`config.mk`:
```
export PLATFORM = sky130hd
export DESIGN_NAME = pipeline_hazard_controller_flat
export DESIGN_NICKNAME = d
export VERILOG_FILES = /design/src/rtl/pipeline_pkg.sv /design/src/rtl/pipeline_hazard_controller_if.sv /design/src/rtl/load_use_detector.sv /design/src/rtl/pipeline_hazard_controller.sv /design/src/flat_wrapper.sv
export SDC_FILE = /design/constraint.sdc
export NUM_CORES = 1
export LEC_CHECK = 0
export CAP_MARGIN = 20
export CORE_ASPECT_RATIO = 0.8
export CORE_UTILIZATION = 41
export CTS_BUF_LIST = sky130_fd_sc_hd__clkbuf_4 sky130_fd_sc_hd__clkbuf_8 sky130_fd_sc_hd__clkbuf_16
export DETAILED_ROUTE_END_ITERATION = 6
export PLACE_DENSITY = 0.91
export RECOVER_POWER = 50
export SLEW_MARGIN = 20
export SYNTH_ARGS = -nofsm -noshare
export SYNTH_HDL_FRONTEND = slang
export SYNTH_SLANG_ARGS = --single-unit
```
`constraint.sdc`:
```
create_clock -name clk -period 1.5 [get_ports clk]
set_input_delay 0.15 -clock clk [delete_from_list [all_inputs] [get_ports clk]]
set_output_delay 0.15 -clock clk [all_outputs]
set_load 0.01 [all_outputs]
```
`src/rtl/pipeline_pkg.sv`:
```
// Shared types and constants for the hazard controller and its neighbours.
// Holds the FSM encoding, the ID/EX control-word field map and the pipeline control bundle.
package pipeline_pkg;

  localparam int REG_W       = 3;
  localparam int NUM_SRC     = 2;
  localparam int PC_W        = 32;
  localparam int FLUSH_CNT_W = 2;

  // Bit positions inside the ID/EX control word.
  localparam int ID_EX_STACK_PC_BIT    = 89;
  localparam int ID_EX_STACK_FLAGS_BIT = 90;
  localparam int ID_EX_MR_BIT          = 44;
  localparam int ID_EX_WB_ADDR_HI      = 43;
  localparam int ID_EX_WB_ADDR_LO      = 41;

  localparam logic [31:0] NOP_INSTR = 32'h0000_0000;

  typedef enum logic [2:0] {
    S_RUN            = 3'd0,
    S_FLUSH          = 3'd1,
    S_INT_DRAIN      = 3'd2,
    S_INT_PUSH_PC    = 3'd3,
    S_INT_PUSH_FLAGS = 3'd4,
    S_INT_VECTOR     = 3'd5
  } state_t;

  typedef struct packed {
    logic pc_write;
    logic pc_load_vector;
    logic if_id_write;
    logic if_id_flush;
    logic id_ex_flush;
    logic inject_stack_pc;
    logic inject_stack_flags;
  } ctrl_t;

  localparam ctrl_t CTRL_NONE = '0;

  // While reset is held both pipeline registers are forced to bubbles and nothing advances.
  function automatic ctrl_t ctrl_reset();
    ctrl_t c;
    c             = CTRL_NONE;
    c.if_id_flush = 1'b1;
    c.id_ex_flush = 1'b1;
    return c;
  endfunction

endpackage

```
`src/rtl/pipeline_hazard_controller_if.sv`:
```
// Bundle between the hazard controller and the pipeline it steers.
// slave is the controller side; master is the datapath (or a testbench) side.
interface pipeline_hazard_controller_if;
  import pipeline_pkg::*;

  logic [REG_W-1:0] IF_ID_Src1;
  logic [REG_W-1:0] IF_ID_Src2;
  logic             IF_ID_Use1;
  logic             IF_ID_Use2;
  logic             ID_EX_MR;
  logic [REG_W-1:0] ID_EX_WB_Address;
  logic             Taken_Jump;
  logic [PC_W-1:0]  IF_PC;
  logic             Interrupt;

  logic             PC_Write;
  logic             PC_Load_Vector;
  logic             IF_ID_Write;
  logic             IF_ID_Flush;
  logic             ID_EX_Flush;
  logic             Inject_Stack_PC;
  logic             Inject_Stack_Flags;
  logic [PC_W-1:0]  Saved_PC;
  logic             Busy;

  modport slave (
    input  IF_ID_Src1, IF_ID_Src2, IF_ID_Use1, IF_ID_Use2,
           ID_EX_MR, ID_EX_WB_Address, Taken_Jump, IF_PC, Interrupt,
    output PC_Write, PC_Load_Vector, IF_ID_Write, IF_ID_Flush, ID_EX_Flush,
           Inject_Stack_PC, Inject_Stack_Flags, Saved_PC, Busy
  );

  modport master (
    output IF_ID_Src1, IF_ID_Src2, IF_ID_Use1, IF_ID_Use2,
           ID_EX_MR, ID_EX_WB_Address, Taken_Jump, IF_PC, Interrupt,
    input  PC_Write, PC_Load_Vector, IF_ID_Write, IF_ID_Flush, ID_EX_Flush,
           Inject_Stack_PC, Inject_Stack_Flags, Saved_PC, Busy
  );

endinterface

```
`src/rtl/load_use_detector.sv`:
```
// Combinational load-use compare: a load in EX whose destination is read by the instruction in ID.
// Kept standalone so the forwarding unit can reuse the same per-source compare.
module load_use_detector
  import pipeline_pkg::*;
(
  input  logic [NUM_SRC-1:0][REG_W-1:0] src,
  input  logic [NUM_SRC-1:0]            src_used,
  input  logic                          mem_read,
  input  logic [REG_W-1:0]              wb_address,
  output logic                          load_use
);

  logic [NUM_SRC-1:0] hit;

  for (genvar gi = 0; gi < NUM_SRC; gi++) begin : g_src
    assign hit[gi] = src_used[gi] && (src[gi] == wb_address);
  end

  assign load_use = mem_read && (|hit);

endmodule

```
`src/rtl/pipeline_hazard_controller.sv`:
```
// Stall/flush sequencer for the ID/EX -> EX -> EX/MEM path: load-use bubble, jump flush
// and the four-step interrupt entry (drain, push PC, push flags, load vector).
module pipeline_hazard_controller
  import pipeline_pkg::*;
#(
  parameter int          FLUSH_CYCLES = 1,
  parameter logic [31:0] INT_VECTOR   = 32'd0
) (
  input  logic                         clk,
  input  logic                         reset,
  pipeline_hazard_controller_if.slave  hz
);

  if (FLUSH_CYCLES < 1 || FLUSH_CYCLES > 3) begin : g_bad_flush_cycles
    $error("FLUSH_CYCLES must be in 1..3");
  end
  // The vector itself is consumed by the PC mux; it must at least be a defined address.
  if ((^INT_VECTOR) === 1'bx) begin : g_bad_vector
    $error("INT_VECTOR must be fully defined");
  end

  state_t                 state_reg, state_next;
  logic                   pending_reg, pending_next;
  logic [PC_W-1:0]        saved_pc_reg, saved_pc_next;
  logic [FLUSH_CNT_W-1:0] flush_cnt_reg, flush_cnt_next;
  ctrl_t                  ctrl;
  logic                   load_use;

  load_use_detector u_load_use (
    .src        ({hz.IF_ID_Src2, hz.IF_ID_Src1}),
    .src_used   ({hz.IF_ID_Use2, hz.IF_ID_Use1}),
    .mem_read   (hz.ID_EX_MR),
    .wb_address (hz.ID_EX_WB_Address),
    .load_use   (load_use)
  );

  always_ff @(posedge clk) begin
    if (reset) begin
      state_reg     <= S_RUN;
      pending_reg   <= 1'b0;
      saved_pc_reg  <= '0;
      flush_cnt_reg <= '0;
    end else begin
      state_reg     <= state_next;
      pending_reg   <= pending_next;
      saved_pc_reg  <= saved_pc_next;
      flush_cnt_reg <= flush_cnt_next;
    end
  end

  always_comb begin
    state_next     = state_reg;
    pending_next   = pending_reg | hz.Interrupt;
    saved_pc_next  = saved_pc_reg;
    flush_cnt_next = flush_cnt_reg;
    ctrl           = CTRL_NONE;

    case (state_reg)
      S_RUN: begin
        if (hz.Taken_Jump) begin
          // PC keeps advancing so it picks up the jump target from the PC mux.
          ctrl.pc_write    = 1'b1;
          ctrl.if_id_flush = 1'b1;
          ctrl.id_ex_flush = 1'b1;
          if (FLUSH_CYCLES > 1) begin
            state_next     = S_FLUSH;
            flush_cnt_next = FLUSH_CNT_W'(FLUSH_CYCLES - 1);
          end
        end else if (load_use) begin
          ctrl.id_ex_flush = 1'b1;
        end else if (pending_reg || hz.Interrupt) begin
          // The instruction now in IF is the return point; the drain squashes it.
          ctrl.pc_write    = 1'b1;
          ctrl.if_id_write = 1'b1;
          saved_pc_next    = hz.IF_PC;
          pending_next     = 1'b0;
          state_next       = S_INT_DRAIN;
        end else begin
          ctrl.pc_write    = 1'b1;
          ctrl.if_id_write = 1'b1;
        end
      end

      S_FLUSH: begin
        ctrl.pc_write    = 1'b1;
        ctrl.if_id_flush = 1'b1;
        ctrl.id_ex_flush = 1'b1;
        if (flush_cnt_reg <= FLUSH_CNT_W'(1)) begin
          flush_cnt_next = '0;
          state_next     = S_RUN;
        end else begin
          flush_cnt_next = flush_cnt_reg - FLUSH_CNT_W'(1);
        end
      end

      S_INT_DRAIN: begin
        ctrl.if_id_flush = 1'b1;
        ctrl.id_ex_flush = 1'b1;
        // An older jump resolving now redirects IF; the return point follows it.
        if (hz.Taken_Jump) begin
          saved_pc_next = hz.IF_PC;
        end
        state_next = S_INT_PUSH_PC;
      end

      S_INT_PUSH_PC: begin
        ctrl.if_id_flush     = 1'b1;
        ctrl.inject_stack_pc = 1'b1;
        state_next           = S_INT_PUSH_FLAGS;
      end

      S_INT_PUSH_FLAGS: begin
        ctrl.if_id_flush        = 1'b1;
        ctrl.inject_stack_flags = 1'b1;
        state_next              = S_INT_VECTOR;
      end

      S_INT_VECTOR: begin
        ctrl.pc_write       = 1'b1;
        ctrl.pc_load_vector = 1'b1;
        ctrl.if_id_flush    = 1'b1;
        state_next          = S_RUN;
      end

      default: begin
        state_next = S_RUN;
      end
    endcase

    if (reset) begin
      ctrl = ctrl_reset();
    end
  end

  assign hz.PC_Write           = ctrl.pc_write;
  assign hz.PC_Load_Vector     = ctrl.pc_load_vector;
  assign hz.IF_ID_Write        = ctrl.if_id_write;
  assign hz.IF_ID_Flush        = ctrl.if_id_flush;
  assign hz.ID_EX_Flush        = ctrl.id_ex_flush;
  assign hz.Inject_Stack_PC    = ctrl.inject_stack_pc;
  assign hz.Inject_Stack_Flags = ctrl.inject_stack_flags;
  assign hz.Saved_PC           = saved_pc_reg;
  assign hz.Busy               = (state_reg != S_RUN) && !reset;

endmodule

```
`src/flat_wrapper.sv`:
```
// flat-port wrapper written by rule: the top's interface ports become plain ports
module pipeline_hazard_controller_flat import pipeline_pkg::*;
#(
  parameter int          FLUSH_CYCLES = 1,
  parameter logic [31:0] INT_VECTOR   = 32'd0
)
  (clk, reset, hz_IF_ID_Src1, hz_IF_ID_Src2, hz_IF_ID_Use1, hz_IF_ID_Use2, hz_ID_EX_MR, hz_ID_EX_WB_Address, hz_Taken_Jump, hz_IF_PC, hz_Interrupt, hz_PC_Write, hz_PC_Load_Vector, hz_IF_ID_Write, hz_IF_ID_Flush, hz_ID_EX_Flush, hz_Inject_Stack_PC, hz_Inject_Stack_Flags, hz_Saved_PC, hz_Busy);
  pipeline_hazard_controller_if hz_i ();
  input  logic clk;
  input  logic reset;
  input wire logic [$bits(hz_i.IF_ID_Src1)-1:0] hz_IF_ID_Src1;
  input wire logic [$bits(hz_i.IF_ID_Src2)-1:0] hz_IF_ID_Src2;
  input wire logic [$bits(hz_i.IF_ID_Use1)-1:0] hz_IF_ID_Use1;
  input wire logic [$bits(hz_i.IF_ID_Use2)-1:0] hz_IF_ID_Use2;
  input wire logic [$bits(hz_i.ID_EX_MR)-1:0] hz_ID_EX_MR;
  input wire logic [$bits(hz_i.ID_EX_WB_Address)-1:0] hz_ID_EX_WB_Address;
  input wire logic [$bits(hz_i.Taken_Jump)-1:0] hz_Taken_Jump;
  input wire logic [$bits(hz_i.IF_PC)-1:0] hz_IF_PC;
  input wire logic [$bits(hz_i.Interrupt)-1:0] hz_Interrupt;
  output wire logic [$bits(hz_i.PC_Write)-1:0] hz_PC_Write;
  output wire logic [$bits(hz_i.PC_Load_Vector)-1:0] hz_PC_Load_Vector;
  output wire logic [$bits(hz_i.IF_ID_Write)-1:0] hz_IF_ID_Write;
  output wire logic [$bits(hz_i.IF_ID_Flush)-1:0] hz_IF_ID_Flush;
  output wire logic [$bits(hz_i.ID_EX_Flush)-1:0] hz_ID_EX_Flush;
  output wire logic [$bits(hz_i.Inject_Stack_PC)-1:0] hz_Inject_Stack_PC;
  output wire logic [$bits(hz_i.Inject_Stack_Flags)-1:0] hz_Inject_Stack_Flags;
  output wire logic [$bits(hz_i.Saved_PC)-1:0] hz_Saved_PC;
  output wire logic [$bits(hz_i.Busy)-1:0] hz_Busy;
  assign hz_i.IF_ID_Src1 = hz_IF_ID_Src1;
  assign hz_i.IF_ID_Src2 = hz_IF_ID_Src2;
  assign hz_i.IF_ID_Use1 = hz_IF_ID_Use1;
  assign hz_i.IF_ID_Use2 = hz_IF_ID_Use2;
  assign hz_i.ID_EX_MR = hz_ID_EX_MR;
  assign hz_i.ID_EX_WB_Address = hz_ID_EX_WB_Address;
  assign hz_i.Taken_Jump = hz_Taken_Jump;
  assign hz_i.IF_PC = hz_IF_PC;
  assign hz_i.Interrupt = hz_Interrupt;
  assign hz_PC_Write = hz_i.PC_Write;
  assign hz_PC_Load_Vector = hz_i.PC_Load_Vector;
  assign hz_IF_ID_Write = hz_i.IF_ID_Write;
  assign hz_IF_ID_Flush = hz_i.IF_ID_Flush;
  assign hz_ID_EX_Flush = hz_i.ID_EX_Flush;
  assign hz_Inject_Stack_PC = hz_i.Inject_Stack_PC;
  assign hz_Inject_Stack_Flags = hz_i.Inject_Stack_Flags;
  assign hz_Saved_PC = hz_i.Saved_PC;
  assign hz_Busy = hz_i.Busy;
  pipeline_hazard_controller #(.FLUSH_CYCLES(FLUSH_CYCLES), .INT_VECTOR(INT_VECTOR)) u_core (.clk(clk), .reset(reset), .hz(hz_i));
endmodule
```
* Word level (Yosys, flattened, before mapping) *
Index checks and enable logic that the tools add are counted.

word-level totals
  register bits = 38
  logic and storage cells = 63
  input port bits = 48
  output and inout port bits = 40

operators by class
  muxes and demuxes = 29
  bitwise logic cells = 1
  add/sub/neg operators = 1
  reduce and logical (&&, ||, !) cells = 15
  equality and inequality tests = 12
  $lt $le $gt $ge = 1

operators by type and width
  operator             count
  $mux 32              4
  $pmux 32 s2          1
  $pmux 3 s5           1
  $mux 1               14
  $mux 3               4
  $mux 7               1
  $eq 3x2->1 const B   2
  $eq 3x3->1           2
  $eq 3x3->1 const B   2
  $ne 2x2->1 const B   3
  $pmux 1 s2           3
  $reduce_or 2->1      3
  $reduce_and 5->1     1
  $reduce_or 5->1      1
  $logic_and 1x1->1    4
  $ne 2x1->1 const B   2
  $reduce_and 4->1     1
  $eq 3x1->1 const B   1
  $logic_not 3->1      1
  $reduce_bool 3->1    1
  $le 2x1->1 const B   1
  $mux 2               1
  $reduce_bool 2->1    1
  $sub 2x1->2 const B  1
  other kinds (3)      3

* Longest topological paths before layout *
Gate-level depths: netlist (run 1).

  depth in word-level cells = 8
  mapped depth = 7
  depth with buffers taken out = 5

* Cells and area by module *
From an unflattened synthesis (run 1), not the netlist that was laid out.

second synthesis, totals
  cell total of the unflattened synthesis = 199
  area, all modules = 1889.3 um^2

by module, submodules not included
  module                      area an instance (um^2)  instances  cells an instance
  pipeline_hazard_controller  1816.7                   1          190
  load_use_detector           72.6                     1          9

* Worst setup path before layout (run 1) *
No wires, ideal clock.

  path type = register -> register
  start = reg u_core.state_reg[1]
  end = reg u_core.saved_pc_reg[10], in the netlist u_core.hz.Saved_PC[10]
  cell stages (with the launch flop) = 6
  arrival = 1.220 ns
  setup slack = 0.162 ns
  cells stage by stage = dfxtp_1 -> mux2_2 -> o211a_1 -> buf_6 -> buf_12 -> mux2i_1

on the way
  cells in the longest elaborated chain, start to end = 3

RTL lines
  item                                                  line                              text
  from (decl)                                           pipeline_hazard_controller.sv:22  state_t state_reg, state_next;
  from (signal assigned)                                pipeline_hazard_controller.sv:44  state_reg <= state_next;
  $eq 3x2->1 / $logic_not 3->1 (equally long branches)  pipeline_hazard_controller.sv:58  case (state_reg)
  $ne 2x2->1 (no line) (tied with other cells)          --
  $reduce_and 5->1 (no line)                            --
  to (signal assigned)                                  pipeline_hazard_controller.sv:46  saved_pc_reg <= saved_pc_next;
  to (decl)                                             pipeline_hazard_controller.sv:24  logic [PC_W-1:0] saved_pc_reg, saved_pc_next;

Parallel ways exist; a longest one is shown, timed or not.
A chain may end at the register's enable or synchronous reset.

* Worst setup path after layout (run 1) *
  start = reg u_core.state_reg[1]
  end = out hz_IF_ID_Write

on the way
  cells in the longest elaborated chain, start to end = 3

RTL lines
  item             line                               text
  $logic_not 3->1  pipeline_hazard_controller.sv:58
  $mux 1           pipeline_hazard_controller.sv:58
  $mux 7           pipeline_hazard_controller.sv:130  if (reset) begin
  to (decl)        flat_wrapper.sv:22                 output wire logic [$bits(hz_i.IF_ID_Write)-1:0] hz_IF_ID_Write;

No other way between the ends.

==> out/qor.yml, run 1 <==
criticalPathCategory: "flop to output port"
grt_first_pass_wirelength_um: 7910
antenna_cells: 0
r2r_end: "u_core.hz.Saved_PC[7]"
die_area_um2: 4960
fp.dieW_um: 78.5
skew_ns: 0.00576
fin_util_pct: 70.9
antenna_found_initial: 0
htreeDepth: 2
synth_cell_types: 26
yosysSeqAreaShare_pct: 39.7
rsz0062_at_grt: "true"
vias: 1673
cp.required_ns: 1.35
dpl.hpwl_um: 3270
synthesis.area_um2: 1920
powerDensity_nw_per_um2: 916
clock-sinks: 38
maxCapViolCount: 0
nets: 343
area_growth_pct: 60.2
cts_buffer_depth: 2
fillers: 348
gr-total-overflow: 0
p_leak_nw: 1.23
endpoint_kind: "output port"
status: "finished with violations"
worstPathMaxFanout: 5
die_h_um: 63.2
core_um2: 4340
worst_hold_path_type: "input port to flop"
drt-vias-per-instance: 4.74
syn-num-nets: 246
drv_slew: 0
initial_utilization_pct: 44.2
cts_tree: "yes"
portBuffers: 87
clkTransAtPathRegs_ns: 0.07
ys_ff_latch: 38
r2r-start: "u_core.state_reg[1]"
rows: 21
place_ws_ns: -0.746
drc_errors: 0
wl_per_cell_um: 13.6
place.gp.congestion: 0.838
synth_top_cell_by_area: "dfxtp_1"
crit_start: "u_core.state_reg[1]"
ctsHoldBuffers: 0
gr-usage-all-layers_pct: 20.2
regToRegSetupSlack_ns: -0.06
vdd_ir_drop_max_uv: 786
placed_cells: 341
yosys_warnings: 0
cts-root-buf: "clkbuf_8"
syn_inst: 198
drt_wl_total_um: 4790
drt_iter0_markers: 41
worst_pin_slew_ns: 0.318
start_kind: "flop"
cp-endpoint: "hz_IF_ID_Write"
ff2ff_path_depth: 5
grt_max_degree: 43
grt_pass1_vias: 1681
timing.final.ws_setup_ns: -0.0562
cts_buffers: 5
instances_no_fill: 353
max_freq_ghz: 0.643
largest_reg_flops: 32
avgSynthCellArea_um2: 9.69
hold_viol_final: 0
setup_violations: 9
post-route-period-util_pct: 104
slew_headroom_pct: 78.7
fin_hold_ws_ns: 0.246
drive_gt1_share_pct: 20.9
first_pass_iters: 4
synthDominantCellAreaShare_pct: 39.7
ant_nets: 0
crit_arrival_ns: 1.41
synth.area.top_cells: "dfxtp_1, nand2b_1, mux2i_1"
clock_latency_ns: 0.28
violations: "negative setup slack"
io-pin-count: 88
period_minus_slack_ns: 1.56
timing repair:
item,CTS,global route
gates resized for setup,70,17
setup buffers,2,1
pin swaps,14,6
cloned,1,0
endpoints found under the setup margin,40,19
power breakdown:
| part | leakage (nW) | internal, W | switching [W] | total [W] |
|---|---|---|---|---|
| registers | 0.313 | 0.00110 | 0.0000499 | 0.00115 |
| logic | 0.856 | 0.000493 | 0.000300 | 0.000792 |
| clock network | 0.0593 | 0.000534 | 0.000344 | 0.000878 |
stage by stage:
stage	setup TNS, ns	total power [W]	cell area, um^2
finish	-0.466	0.00282	3070
global route	-1.04	0.00296	3070
global placement	-15.12	0.00188	2870
detailed placement	-18.34	0.00190	2870
CTS	-0.423	0.00281	3040
floorplan	0	0.00153	1920
how the worst min path moves through the flow:
stage                                       start                 endpoint  slack [ns]  cells after the start
final                                       reset       u_core.pending_reg        0.25                      2
after global placement    u_core.flush_cnt_reg[0]  u_core.flush_cnt_reg[1]        0.44                      2
after CTS                                   reset       u_core.pending_reg        0.24                      2
after global routing                        reset       u_core.pending_reg        0.27                      2
after floorplan                      hz_IF_PC[10]   u_core.hz.Saved_PC[10]        0.31                      2
after detailed placement  u_core.flush_cnt_reg[0]  u_core.flush_cnt_reg[1]        0.45                      2
layout by cell type, fill, tap and decap left out, types with 2 or more instances in the layout:
cell type and instances:
clkbuf_8 5, buf_12 2, mux2_2 2, clkbuf_2 4
buf_4 12, and4_1 2, a21oi_1 7, dlygate4sd2_1 4
nor2_1 7, mux2i_1 33, dfxtp_1 35, xnor2_2 6
clkbuf_4 2, buf_2 11, nand2b_1 67, clkdlybuf4s50_1 66
buf_6 5, dfxtp_2 2, nand2_1 3
final cells by class:
cell class                      instances  area, um^2  area share (%)
Clock buffer                            7        83.8            2.73
Timing Repair Buffer                  105         990            32.2
Sequential cell                        38         767            25.0
Clock inverter                          1        30.0           0.977
Inverter                                1        3.75           0.122
Multi-Input combinational cell        144        1130            36.7
Tap cell                               57        71.3            2.32
critical path, cell delays in order (launching register included):
cell and delay, ns:
dfxtp_4 0.37, buf_6 0.13, buf_6 0.12, nor3b_4 0.21, and3b_1 0.17, buf_2 0.13
synthesized netlist by cell type:
master    count
inv_1         1
a21oi_1       7
o21ai_2       1
and4_1        2
nor3b_1       1
nor4bb_1      1
nor3b_2       1
nor2_1        9
clkbuf_1     11
nand3b_1      1
buf_12        3
nand2_1       3
a211oi_1      1
o311a_1       1
and3b_1       1
mux2i_1      33
mux2_2        2
and3_1        1
buf_6         1
xnor2_1       6
or2_2         2
dfxtp_1      38
nand2b_1     67
nor3_1        1
nor4_1        2
o211a_1       1
cells by family after synthesis:
group | Yosys count | share of synthesized area, %
mux | 35 | 18.4
simple gates | 92 | 29.4
flops | 38 | 39.7
buf+inv | 16 | 6.07
xor+xnor | 6 | 2.74
compound gates | 11 | 3.72
metal layers:
layer,global-route usage [%],share of wire (%),vias up
met5,0,0,-
met4,4.86,0.50,0
met3,5.07,5.1,5
met2,35.7,49,50
met1,24.5,45,770
li1,-,-,848
Note: power is estimated with default switching activity, not from simulation.
==> run 2: changes to the inputs <==
--- a/config.mk
+++ b/config.mk
@@ -11,7 +11,7 @@
 export CTS_BUF_LIST = sky130_fd_sc_hd__clkbuf_4 sky130_fd_sc_hd__clkbuf_8 sky130_fd_sc_hd__clkbuf_16
 export DETAILED_ROUTE_END_ITERATION = 6
 export PLACE_DENSITY = 0.91
-export RECOVER_POWER = 50
+export SKIP_LAST_GASP = 1
 export SLEW_MARGIN = 20
 export SYNTH_ARGS = -nofsm -noshare
 export SYNTH_HDL_FRONTEND = slang
==> constraint.sdc (replaced) <==
create_clock -name clk -period 1.5 [get_ports clk]
set_input_delay 0.15 -clock clk [delete_from_list [all_inputs] [get_ports clk]]
set_output_delay 0.15 -clock clk [all_outputs]
set_load 0.005 [all_outputs]
==> run 2 against run 1 <==
Compared with the run above:
- the run still ends with negative setup slack left
- fmax increased by 0.33%
- die area unchanged
- count of clock-buffer cells in the layout decreased by 1
- total power decreased by 6.1%
- combinational power decreased by 2%
- non-clock buffer count increased by 2
- utilization increased by 1.2 points
- sequential power about the same
- largest power group unchanged
==> out/qor.yml, run 2 (same netlist as run 1, synthesis figures left out) <==
p_leak_nw: 1.25
slew_headroom_pct: 76.7
worst_hold_path_type: "input port to flop"
drive_gt1_share_pct: 20.8
antenna_found_initial: 0
cts-root-buf: "clkbuf_8"
max_freq_ghz: 0.645
path_delay_family: "simple AND/OR/NAND/NOR gates"
drc_errors: 0
io-pin-count: 88
clkTransAtPathRegs_ns: 0.07
setup_violations: 1
gr-usage-all-layers_pct: 19.1
cts_buffer_depth: 2
fp.dieW_um: 78.5
start_kind: "flop"
place.gp.congestion: 0.825
endpoint_kind: "output port"
critPathSlowestCell: "dfxtp_4"
grt_pass1_vias: 1620
drt_iter0_markers: 44
use_met1_pct: 24.6
clock_latency_ns: 0.28
status: "finished with violations"
die_area_um2: 4960
final_common_cell: "nand2b_1"
initial_utilization_pct: 44.2
largest_reg_flops: 32
maxCapViolCount: 0
fillers: 328
powerDensity_nw_per_um2: 847
skew_ns: 0.00863
cts_tree: "yes"
vdd_ir_drop_max_uv: 548
vias: 1686
crit_arrival_ns: 1.40
grt_first_pass_wirelength_um: 7450
drt_wl_total_um: 4720
drt-vias-per-instance: 4.75
rsz0062_at_grt: "true"
path_cells: "nor4_4 -> a21oi_1 -> or2_2 -> clkbuf_2"
wl_per_cell_um: 13.3
worstPathMaxFanout: 7
nets: 345
crit_path_max_incr_delay_ns: 0.39
crit_buf_inv: 1
first_pass_iters: 6
htreeDepth: 2
die_h_um: 63.2
place_ws_ns: -0.665
p_total_w: 0.00265
violations: "negative setup slack"
cts_buffers: 5
clock-sinks: 38
gr-total-overflow: 0
top_usage_layer: "met2"
ant_nets: 0
core_um2: 4340
antenna_cells: 0
worst_pin_slew_ns: 0.349
dpl.hpwl_um: 3210
area_growth_pct: 62.9
ctsHoldBuffers: 0
drv_slew: 0
period_minus_slack_ns: 1.55
use_met3_pct: 4.06
cp.required_ns: 1.35
timing.final.ws_setup_ns: -0.0511
criticalPathCategory: "flop to output port"
post-route-period-util_pct: 103
grt_max_degree: 43
hold_viol_final: 0
final_cell_mix: "nand2b_1, clkdlybuf4s50_1, dfxtp_1"
rows: 21
portBuffers: 87
met2_usage_pct: 32.6
[run 2: layout make-up]
class | instances | area, um^2 | area share (%)
Sequential cell | 38 | 769 | 24.6
Tap cell | 57 | 71.3 | 2.28
Clock inverter | 2 | 12.5 | 0.400
Timing Repair Buffer | 107 | 1060 | 34.0
Multi-Input combinational cell | 144 | 1120 | 35.9
Clock buffer | 6 | 82.6 | 2.64
Inverter | 1 | 3.75 | 0.120
[run 2: stage by stage]
| stage | std cells | utilization (%) | cell area (um^2) | hold WS (ns) | setup TNS [ns] |
|---|---|---|---|---|---|
| finish | 355 | 72.1 | 3120 | 0.247 | -0.0511 |
| global route | 355 | 72.1 | 3120 | 0.285 | -0.128 |
| CTS | 351 | 69.8 | 3020 | 0.245 | -0.373 |
| detailed placement | 340 | 66.1 | 2870 | 0.460 | -16.29 |
| floorplan | 198 | - | 1920 | 0.305 | 0 |
| global placement | 340 | 66.1 | 2870 | 0.442 | -14.96 |
[run 2: worst paths after layout]
path,start,slack (ns),end,cells past startpoint
max,u_core.state_reg[1],-0.05,hz_IF_ID_Flush,4
max reg2reg,u_core.state_reg[1],0.06,u_core.hz.Saved_PC[25],5
min reg2reg,u_core.flush_cnt_reg[0],0.46,u_core.flush_cnt_reg[1],2
min,reset,0.25,u_core.pending_reg,2
[run 2: where the power goes]
part / total [W] / switching [W] / internal [W]
Clock: 0.000718 / 0.000349 / 0.000369
Sequential: 0.00115 / 0.0000533 / 0.00110
Combinational: 0.000779 / 0.000270 / 0.000508
Total: 0.00265 / 0.000673 / 0.00197
[run 2: worst register-to-register path, stage by stage (launching register included)]
cell and delay (ns):
dfxtp_4 0.41, buf_6 0.12, mux2_4 0.30, o211a_4 0.20
buf_12 0.17, mux2i_2 0.15
[run 2: metal layers]
metal	part of all wire, %	vias up	routed length (um)
li1	-	850	-
met1	47	784	2240
met2	48	47	2260
met3	4.2	5	198
met4	0.59	0	28
met5	0	-	0
[run 2: what timing repair did]
| action | in CTS | in global routing |
|---|---|---|
| buffers inserted | 2 | 3 |
| pin swaps | 12 | 12 |
| setup endpoints to repair | 40 | 9 |
| gates cloned | 1 | 1 |
| resized for setup | 55 | 33 |
